===== src/rtl/reg_file_sb_if.sv =====
// Bus bundle between the pipeline (decode/writeback) and the register file.
// The master side drives read/write addresses, writeback data and scoreboard
// sets; the slave side (the register file) returns read data, pending flags
// and the clear-in-progress stall.
interface reg_file_sb_if #(
  parameter int XLEN   = 32,
  parameter int ADDR_W = 5
);
  logic              reg_write;
  logic [ADDR_W-1:0] rd_addr;
  logic [XLEN-1:0]   write_data;
  logic [ADDR_W-1:0] rs1_addr;
  logic [ADDR_W-1:0] rs2_addr;
  logic [XLEN-1:0]   rs1_data_out;
  logic [XLEN-1:0]   rs2_data_out;
  logic              sb_set;
  logic [ADDR_W-1:0] sb_addr;
  logic              rs1_pending;
  logic              rs2_pending;
  logic              clr_busy;

  modport master (
    output reg_write, rd_addr, write_data, rs1_addr, rs2_addr, sb_set, sb_addr,
    input  rs1_data_out, rs2_data_out, rs1_pending, rs2_pending, clr_busy
  );

  modport slave (
    input  reg_write, rd_addr, write_data, rs1_addr, rs2_addr, sb_set, sb_addr,
    output rs1_data_out, rs2_data_out, rs1_pending, rs2_pending, clr_busy
  );
endinterface


===== src/rtl/reg_file_sb.sv =====
// Integer register file with two combinational read ports, one write port,
// a post-reset clear sequencer that zeroes every entry one per cycle, an
// optional writeback-to-read bypass and a per-register pending scoreboard
// used by decode to spot RAW hazards against in-flight producers.
// NREGS must be a power of two equal to 2**ADDR_W.
module reg_file_sb #(
  parameter int XLEN     = 32,
  parameter int NREGS    = 32,
  parameter int ADDR_W   = 5,
  parameter int BYPASS   = 1,
  parameter int ZERO_REG = 1
) (
  input  logic          clk,
  input  logic          rst_n,
  reg_file_sb_if.slave  bus
);

  localparam logic L_BYPASS = (BYPASS != 0);
  localparam logic L_ZERO   = (ZERO_REG != 0);

  typedef enum logic {
    S_CLEAR = 1'b0,
    S_RUN   = 1'b1
  } state_t;

  state_t            r_state;
  logic [ADDR_W-1:0] r_ptr;
  logic              r_clrBusy;
  logic [XLEN-1:0]   r_mem [NREGS];
  logic [NREGS-1:0]  r_pending;

  logic              w_commit;
  logic              w_set;
  logic [NREGS-1:0]  w_clrMask;
  logic [NREGS-1:0]  w_setMask;
  logic              w_rs1Zero;
  logic              w_rs2Zero;
  logic              w_rs1Fwd;
  logic              w_rs2Fwd;

  // A writeback or scoreboard set only counts once the clear has finished,
  // and never for register 0 when it is hardwired to zero.
  always_comb begin
    w_commit  = !r_clrBusy && bus.reg_write && !(L_ZERO && (bus.rd_addr == '0));
    w_set     = !r_clrBusy && bus.sb_set && !(L_ZERO && (bus.sb_addr == '0));
    w_clrMask = w_commit ? (NREGS'(1) << bus.rd_addr) : '0;
    w_setMask = w_set ? (NREGS'(1) << bus.sb_addr) : '0;
    w_rs1Zero = L_ZERO && (bus.rs1_addr == '0);
    w_rs2Zero = L_ZERO && (bus.rs2_addr == '0);
    w_rs1Fwd  = L_BYPASS && w_commit && (bus.rd_addr == bus.rs1_addr);
    w_rs2Fwd  = L_BYPASS && w_commit && (bus.rd_addr == bus.rs2_addr);
  end

  // Clear sequencer: walk the pointer over every entry after reset, then run.
  always_ff @(posedge clk) begin
    if (!rst_n) begin
      r_state   <= S_CLEAR;
      r_ptr     <= '0;
      r_clrBusy <= 1'b1;
    end else begin
      case (r_state)
        S_CLEAR: begin
          r_ptr <= r_ptr + ADDR_W'(1);
          if (r_ptr == ADDR_W'(NREGS - 1)) begin
            r_state   <= S_RUN;
            r_clrBusy <= 1'b0;
          end
        end
        S_RUN: begin
          r_state   <= S_RUN;
          r_clrBusy <= 1'b0;
        end
        default: begin
          r_state   <= S_CLEAR;
          r_ptr     <= '0;
          r_clrBusy <= 1'b1;
        end
      endcase
    end
  end

  // Storage: the sequencer zeroes one entry per cycle, otherwise writeback lands.
  always_ff @(posedge clk) begin
    if (rst_n) begin
      if (r_clrBusy) begin
        r_mem[r_ptr] <= '0;
      end else if (w_commit) begin
        r_mem[bus.rd_addr] <= bus.write_data;
      end
    end
  end

  // Scoreboard: writeback clears its destination, a new issue sets it; a set
  // wins over a clear of the same register because the newer producer is pending.
  always_ff @(posedge clk) begin
    if (!rst_n) begin
      r_pending <= '0;
    end else begin
      r_pending <= (r_pending & ~w_clrMask) | w_setMask;
    end
  end

  // Read ports: zero while clearing or for x0, forwarded writeback data when
  // bypassing, otherwise the stored value; pending is masked the same way.
  always_comb begin
    bus.clr_busy = r_clrBusy;

    if (r_clrBusy || w_rs1Zero) begin
      bus.rs1_data_out = '0;
      bus.rs1_pending  = 1'b0;
    end else if (w_rs1Fwd) begin
      bus.rs1_data_out = bus.write_data;
      bus.rs1_pending  = 1'b0;
    end else begin
      bus.rs1_data_out = r_mem[bus.rs1_addr];
      bus.rs1_pending  = r_pending[bus.rs1_addr];
    end

    if (r_clrBusy || w_rs2Zero) begin
      bus.rs2_data_out = '0;
      bus.rs2_pending  = 1'b0;
    end else if (w_rs2Fwd) begin
      bus.rs2_data_out = bus.write_data;
      bus.rs2_pending  = 1'b0;
    end else begin
      bus.rs2_data_out = r_mem[bus.rs2_addr];
      bus.rs2_pending  = r_pending[bus.rs2_addr];
    end
  end

endmodule


===== src/flat_wrapper.sv =====
// flat-port wrapper written by rule: the top's interface ports become plain ports
module reg_file_sb_flat 
#(
  parameter int XLEN     = 32,
  parameter int NREGS    = 32,
  parameter int ADDR_W   = 5,
  parameter int BYPASS   = 1,
  parameter int ZERO_REG = 1
)
  (clk, rst_n, bus_reg_write, bus_rd_addr, bus_write_data, bus_rs1_addr, bus_rs2_addr, bus_sb_set, bus_sb_addr, bus_rs1_data_out, bus_rs2_data_out, bus_rs1_pending, bus_rs2_pending, bus_clr_busy);
  reg_file_sb_if #(.XLEN(XLEN), .ADDR_W(ADDR_W)) bus_i ();
  input  logic clk;
  input  logic rst_n;
  input wire logic [$bits(bus_i.reg_write)-1:0] bus_reg_write;
  input wire logic [$bits(bus_i.rd_addr)-1:0] bus_rd_addr;
  input wire logic [$bits(bus_i.write_data)-1:0] bus_write_data;
  input wire logic [$bits(bus_i.rs1_addr)-1:0] bus_rs1_addr;
  input wire logic [$bits(bus_i.rs2_addr)-1:0] bus_rs2_addr;
  input wire logic [$bits(bus_i.sb_set)-1:0] bus_sb_set;
  input wire logic [$bits(bus_i.sb_addr)-1:0] bus_sb_addr;
  output wire logic [$bits(bus_i.rs1_data_out)-1:0] bus_rs1_data_out;
  output wire logic [$bits(bus_i.rs2_data_out)-1:0] bus_rs2_data_out;
  output wire logic [$bits(bus_i.rs1_pending)-1:0] bus_rs1_pending;
  output wire logic [$bits(bus_i.rs2_pending)-1:0] bus_rs2_pending;
  output wire logic [$bits(bus_i.clr_busy)-1:0] bus_clr_busy;
  assign bus_i.reg_write = bus_reg_write;
  assign bus_i.rd_addr = bus_rd_addr;
  assign bus_i.write_data = bus_write_data;
  assign bus_i.rs1_addr = bus_rs1_addr;
  assign bus_i.rs2_addr = bus_rs2_addr;
  assign bus_i.sb_set = bus_sb_set;
  assign bus_i.sb_addr = bus_sb_addr;
  assign bus_rs1_data_out = bus_i.rs1_data_out;
  assign bus_rs2_data_out = bus_i.rs2_data_out;
  assign bus_rs1_pending = bus_i.rs1_pending;
  assign bus_rs2_pending = bus_i.rs2_pending;
  assign bus_clr_busy = bus_i.clr_busy;
  reg_file_sb #(.XLEN(XLEN), .NREGS(NREGS), .ADDR_W(ADDR_W), .BYPASS(BYPASS), .ZERO_REG(ZERO_REG)) u_core (.clk(clk), .rst_n(rst_n), .bus(bus_i));
endmodule

===== config.mk =====
export PLATFORM = sky130hd
export DESIGN_NAME = reg_file_sb_flat
export DESIGN_NICKNAME = d
export VERILOG_FILES = /design/src/rtl/reg_file_sb_if.sv /design/src/rtl/reg_file_sb.sv /design/src/flat_wrapper.sv
export SDC_FILE = /design/constraint.sdc
export NUM_CORES = 1
export LEC_CHECK = 0
export CAP_MARGIN = 20
export CORE_MARGIN = 4
export CORE_UTILIZATION = 35
export CTS_BUF_LIST = sky130_fd_sc_hd__clkbuf_2 sky130_fd_sc_hd__clkbuf_4 sky130_fd_sc_hd__clkbuf_8
export DETAILED_ROUTE_END_ITERATION = 7
export GPL_TIMING_DRIVEN = 1
export PLACE_DENSITY = 0.46
export SKIP_CTS_REPAIR_TIMING = 1
export SLEW_MARGIN = 15
export SYNTH_ARGS = -nofsm -noshare
export SYNTH_HDL_FRONTEND = slang
export SYNTH_SLANG_ARGS = --single-unit

===== constraint.sdc =====
create_clock -name clk -period 8.65 [get_ports clk]
set_clock_uncertainty 0.05 [all_clocks]
set_input_delay 1.73 -clock clk [delete_from_list [all_inputs] [get_ports clk]]
set_output_delay 1.73 -clock clk [all_outputs]
set_load 0.01 [all_outputs]

# Word-level counts from Yosys, hierarchy flattened
# Memories as Yosys holds them, arrays and structs flattened.
# Index checks and enable logic that the tools add are counted.
# op_classes
n_addsub	1
muxes	28
magnitude_cmp	2
reduce_logical	16
n_bitwise	4
eq_ne	4
shift	2
# ops
operator	count
32-bit 2-to-1 mux	7
1-bit by 5-bit left shift with 32-bit output, first input constant	2
32-bit AND	1
32-bit NOT	1
32-bit OR	1
32-bit OR reduction	1
5-bit zero test	4
1-bit 2-to-1 mux	16
5-bit by 6-bit less-than comparator with 1-bit output, second input constant	2
1-bit binary-select mux with 5-bit select	2
5-bit equality test	2
1-bit logical AND	6
5-bit by 1-bit adder with 5-bit output, second input constant	1
5-bit equality test, second input constant	1
5-bit 2-to-1 mux	1
1-bit one-hot mux with 2 select lines	2
1-bit zero test	3
1-bit logical OR	2
2-bit by 1-bit inequality test with 1-bit output, second input constant	1
1-bit NOT	1
# totals
regBits	39
mem_count	1
mem_bits_rw	1024
wordCells	62
# mem_list
name	words	word_bits	read_ports	rd_ports_with_merged_regs	wr	line	source
u_core.r_mem	32	32	2	0	1	reg_file_sb.sv:29	logic [XLEN-1:0] r_mem [NREGS];

# Depth between registers and ports, before layout
# Gate-level depths: netlist of run 1.
# logic_depth
word_depth	9
ltp_mapped	10
mapped_depth_nobuf	6

# Least setup slack after synthesis of run 1
# No wires, ideal clock.
# synth_path
path_type	input port to output port
from	in bus_rs1_addr[0]
to	out bus_rs1_data_out[1]
slack_ns	3.180
path_stages	7
t_required_ns	6.870
arrival_ns	3.690
cell_sequence	buf_2 buf_2 buf_2 buf_4 mux4_2 a2111oi_0 o31ai_1
# synth_via
elab_chain_len	4
# synth_lines
element	line	source
start, declared	flat_wrapper.sv:17	input wire logic [$bits(bus_i.rs1_addr)-1:0] bus_rs1_addr;
parallel branches: the longest is 3 deep, another holds memory read 32 x 32 bit	n/a	
32-bit 2-to-1 mux *	reg_file_sb.sv:108	if (r_clrBusy || w_rs1Zero) begin
end, declared	flat_wrapper.sv:21	output wire logic [$bits(bus_i.rs1_data_out)-1:0] bus_rs1_data_out;
# Every way passes the cells marked *.

# Worst setup path after layout of run 1
# layout_path
from	in bus_reg_write
to	out bus_rs2_data_out[10]
# layout_via
elab_chain_len	5
# layout_lines
element	line	source
start, declared	flat_wrapper.sv:14	input wire logic [$bits(bus_i.reg_write)-1:0] bus_reg_write;
1-bit logical AND (2 in series)	reg_file_sb.sv:44	w_commit = !r_clrBusy && bus.reg_write && !(L_ZERO && (bus.rd_addr == '0));
1-bit logical AND	reg_file_sb.sv:51	w_rs2Fwd = L_BYPASS && w_commit && (bus.rd_addr == bus.rs2_addr);
32-bit 2-to-1 mux	reg_file_sb.sv:122	end else if (w_rs2Fwd) begin
32-bit 2-to-1 mux	reg_file_sb.sv:119	if (r_clrBusy || w_rs2Zero) begin
end, declared	flat_wrapper.sv:22	output wire logic [$bits(bus_i.rs2_data_out)-1:0] bus_rs2_data_out;
# No other way between the ends.

==> results.txt, run 1 <==
Syn nets = 2813
Vias in the first global route = 32541
Tcrit/Tclk final = 0.845
Total Neg Setup Slack = 0 ns
Synth Area per Inst = 18.2 sq um
Static leakage = 0.0200 uW
Final nets = 3060
Antenna violations before repair = 5
Max Slew Vio Count = 0
Top cells by count, synth = edfxtp_1, mux4_2, mux2i_1, nor2_1, clkbuf_1
Register area share after synthesis = 0.629
R2R depth = 7
Synth unique cells = 60
Kind of critical path = primary input to primary output
Post-synthesis register bit count = 1063
IO Port Bufs = 122
Area contributors post-synth = edfxtp_1, mux4_2, mux2i_1
Final Hold Fails = 0
Final min period = 7.31 ns
DRT iter0 DRCs = 3773
Total CTS buffers = 188
Worst IR Drop VDD = 0.144 mV
Ys flop type = edfxtp_1
GPL Wtd Cong = 0.826
Unrepaired setup endpoints after global routing = no
Yosys warnings = 0
Fmax = 137 MHz
Worst Path Buf+Inv = 3
Largest net degree at the start of global routing = 101
Mapped Cells = 2755
Max-cap violation count = 0
Post-synth EDFFs = 1024
Cell Pwr Density = 190 nW/um^2
Final setup fails = 0
CP dominant cell by count = clkdlybuf4s50_1
Wirelength per Cell = 37.1 um
Reg clk slew, reported paths = 0.06 ns
Most frequent cell after synthesis = edfxtp_1
Area Overhead vs Synth = 16.0%
Vias = 31403
Tot GR Track Use = 0.244
Io pins = 123
Total grt overflow = 0
DRC = 0
Drt pass-1 iters = 5
Crit-path cells = clkdlybuf4s50_1 -> nor2b_1 -> o21ai_0 -> or4_4 -> a21boi_4 -> buf_4 -> a221oi_1 -> clkdlybuf4s50_1
Async SR Flop Fraction = 0
Critical path's top delay family = buffers and inverters
Rows = 138
Layout cell share with drive strength beyond 1 = 0.326
Antenna-violating nets left = 0
Hold Path Cell Cnt = 1
DR vias/cell = 6.24
Post-Syn Area = 50100 sq um
Worst Path Required = 6.87 ns
Tightest Pin Transition = 1.18 ns
FILL cells = 12785
Core area = 142000 sq um
Die height = 386 um
Die width = 386 um
CTS tree = built
Cell depth of the worst setup path = 8
Area share of the largest cell type after synthesis = 0.613
Outcome = finished clean
Rel. slew slack = 0.208
Hold WC Path Type = flip-flop to flip-flop
CP max FO = 29
Tot Pwr = 11000 uW
DP Wirelength = 112000 um
Die area = 149000 sq um
Critical path's largest stage delay = 0.83 ns
Crit path launch type = primary input
Clock Latency Late Sink = 0.90 ns
H-tree depth = 4
Num Clock Sinks = 1063
Root buffer cell = clkbuf_8
Worst Path Arrival = 5.53 ns
Post-synth top area cell = edfxtp_1
Reg area = 31500 sq um
Routed WL = 187000 um
CTS Buffer Depth = 3
Initial Utilization = 0.353
Critical Path End Type = primary output
Multi-input logic area = 17800 sq um
Critical path's slowest cell = or4_4
Global-route wire length before repair = 258000 um
[power by group]
part / switching, uW / internal [uW] / total [uW]
sequential: 14.0 / 5590 / 5610
combinational: 482 / 317 / 799
clock: 2160 / 2460 / 4620
[final timing paths]
path,from,endpoint,slack (ns)
worst max-delay path,bus_reg_write,bus_rs2_data_out[10],1.34
worst min-delay path,u_core.r_pending[0],u_core.r_pending[0],0.45
worst max register to register,u_core.bus.clr_busy,u_core.r_mem[15][15],4.19
worst min register to register,u_core.r_pending[0],u_core.r_pending[0],0.45
[layer usage]
metal  up-vias  part of all wire  track usage
met3       358             0.073       0.0418
met2      1707              0.48        0.393
li1      12308                 -            -
met4         0             0.041       0.0983
met5         -                 0            0
met1     17030              0.41        0.331
[worst reg2reg max path, stage by stage (launching register included)]
cell	delay, ns
dfxtp_1	0.73
nor2b_1	0.32
o211a_2	0.37
buf_4	0.34
o21a_1	0.39
nand2b_1	0.40
nor2_4	0.85
buf_4	0.58
[cells by family (layout without fill, tap and decap cells)]
group                    after synthesis  count (layout)  share of synthesized area
multiplexers                         697             697                      0.256
XOR/XNOR                              13              13                    0.00227
AND/OR/NAND/NOR                      320             320                     0.0300
flip-flops                          1063            1063                      0.629
buffers and inverters                236             626                     0.0215
other                                  0               1                          0
AO/OA/AOI/OAI                        424             424                     0.0609
adder cells (fa/ha/maj)                2               2                   0.000499
[through the flow]
stage                     instance area, sq um  setup slack (ns)  hold slack, ns  utilization  cells
after floorplan                          50100              3.18           0.397            -   2755
after global placement                   54200              1.45           0.431        0.382   4682
after detailed placement                 54300              1.42           0.437        0.383   4687
after CTS                                57900              1.39           0.445        0.408   5020
after global routing                     58200              1.11           0.460        0.410   5036
final                                    58200              1.34           0.452        0.410   5036
[sequential cells by signal, indices dropped and copies added (netlist names)]
signal and count:
u_core.r_state 1, u_core.r_pending 32, u_core.bus.clr_busy 1, u_core.r_ptr 5
u_core.r_mem 1024
[area by class of cell]
type / count / share of cell area
antenna: 1 / 0.0000430
inverter: 9 / 0.000581
multi-input combinational: 1456 / 0.307
timing repair buffer: 284 / 0.0478
clock buffer: 262 / 0.0547
clock inverter: 71 / 0.00744
tap: 1890 / 0.0407
sequential: 1063 / 0.542
[cell usage in the layout (no fill, tap or decap), types with 26 or more instances in the layout]
master and n:
nor2_1 79, a22o_1 27, clkbuf_4 68, clkdlybuf4s50_1 113, o21ai_0 45, mux2_2 35
clkbuf_8 195, clkinv_1 38, o22ai_1 99, o22a_1 28, and2_1 26, buf_4 133
o31ai_1 26, nor2_4 33, a21oi_1 52, mux2i_1 198, dfxtp_1 39, edfxtp_1 1024
o221ai_1 34, a221oi_1 50, mux4_2 464, nand2_1 84
Power figures use the tool's default switching activity.
==> run 2: changes to the inputs <==
PLACE_DENSITY = 0.48   (was 0.46)
clock period = 6.1 ns   (was 8.65 ns; I/O delays follow)
==> results.txt, run 2 (synthesis results as in run 1) <==
Outcome = finished clean
Reg2reg setup slack = 2.35 ns
Hold WC Path Type = flip-flop to flip-flop
Global-route wire length before repair = 258000 um
Largest Register = u_core.r_mem
Met2 Routed Length = 88400 um
Vias in the first global route = 32844
Hold path start = u_core.r_pending[7]
Max reg flops = 1024
Clock Latency Late Sink = 0.89 ns
Most frequent cells in the layout = edfxtp_1, mux4_2, mux2i_1, clkbuf_8, buf_4
DP Wirelength = 111000 um
FILL cells = 12697
Reg area = 31500 sq um
Antenna violations before repair = 7
Hold Path Cell Cnt = 2
Die height = 386 um
Io pins = 123
DRT iter0 DRCs = 3745
Kind of critical path = primary input to primary output
Max-cap violation count = 0
Antenna-violating nets left = 0
Num Clock Sinks = 1063
Final min period = 5.98 ns
Reg clk slew, reported paths = 0.06 ns
Core area = 142000 sq um
Fin util = 0.414
CTS tree = built
Area Overhead vs Synth = 17.3%
Tightest Pin Transition = 1.10 ns
Max Slew Vio Count = 0
Worst Path Arrival = 4.71 ns
Rows = 138
Fmax = 167 MHz
Tot GR Track Use = 0.242
Total grt overflow = 0
R2R depth = 9
Cell Pwr Density = 268 nW/um^2
Largest net degree at the start of global routing = 60
Final setup fails = 0
Multi-input logic area = 17800 sq um
DR vias/cell = 6.21
CP Launch Point = bus_rd_addr[1]
Tcrit/Tclk final = 0.981
Initial Utilization = 0.353
Wirelength per Cell = 36.2 um
FF-to-FF End = u_core.r_mem[22][19]
Worst IR Drop VDD = 0.195 mV
Worst R2R Start = u_core.bus.clr_busy
GPL Wtd Cong = 0.858
IO Port Bufs = 122
Top sig layer = met5
Sink of the worst hold path = u_core.r_pending[7]
Die area = 149000 sq um
Final nets = 3108
Wl on met1 = 76000 um
Total CTS buffers = 185
Top Registers = u_core.r_mem (1024), u_core.r_pending (32), u_core.r_ptr (5)
Met3 WL = 14000 um
Unrepaired setup endpoints after global routing = no
Layout cell share with drive strength beyond 1 = 0.332
H-tree depth = 4
Most common cell after layout, fill and taps aside = edfxtp_1
Routed WL = 184000 um
Root buffer cell = clkbuf_8
Die width = 386 um
Static leakage = 0.0203 uW
Worst Path Required = 4.83 ns
Crit path launch type = primary input
Total Neg Setup Slack = 0 ns
DRC = 0
Critical Path End Type = primary output
Final Hold Fails = 0
Vias = 31626
Rel. slew slack = 0.248
DP Area = 55000 sq um
CP max FO = 10
CTS Buffer Depth = 3
Drt pass-1 iters = 5
Final Instance Area = 58800 sq um
[run 2: final cells by class]
class	count	share of cell area
inverters	9	0.000575
repair buffers	335	0.0571
clock buffers	227	0.0488
well taps	1890	0.0402
flip-flops and latches	1063	0.536
multi-input cells	1456	0.303
diodes	1	0.0000426
clock inverters	113	0.0137
[run 2: power breakdown]
group	total, uW	leakage (uW)	switching [uW]	internal (uW)
Sequential	7950	0.0110	21.1	7930
Clock	6630	0.00191	3100	3530
Combinational	1160	0.00743	681	482
[run 2: worst max-delay path by stage]
stage,to,slack (ns),cells past startpoint
6_report,bus_rs2_data_out[2],0.12,7
5_1_grt,bus_rs2_data_out[5],0.04,7
4_1_cts,bus_rs2_data_out[0],0.07,7
3_5_place_dp,bus_rs2_data_out[0],0.07,7
3_3_place_gp,bus_rs2_data_out[0],0.04,8
2_1_floorplan,u_core.r_mem[3][0],1.44,7
[run 2: per-layer routing]
| metal | vias to the layer above | track usage |
|---|---|---|
| met1 | 17289 | 0.331 |
| met4 | 4 | 0.0778 |
| met3 | 321 | 0.0469 |
| met5 | - | 0 |
| met2 | 1594 | 0.393 |
| li1 | 12418 | - |
[run 2: metrics by stage]
stage / worst slack (ns) / total power, uW / instances / hold WS (ns)
final: 0.117 / 15700 / 5094 / 0.452
after global routing: 0.0430 / 16300 / 5094 / 0.463
after CTS: 0.0661 / 15900 / 5086 / 0.450
after detailed placement: 0.0651 / 9270 / 4746 / 0.438
after global placement: 0.0374 / 9260 / 4746 / 0.416
after floorplan: 1.44 / 8780 / 2755 / 0.397
[run 2: worst max-delay path: stages]
cell and delay, ns:
clkdlybuf4s50_1 0.73, o21ai_0 0.24, or4_4 0.67, a21boi_4 0.18, buf_4 0.19, a221oi_1 0.77
clkdlybuf4s50_1 0.69
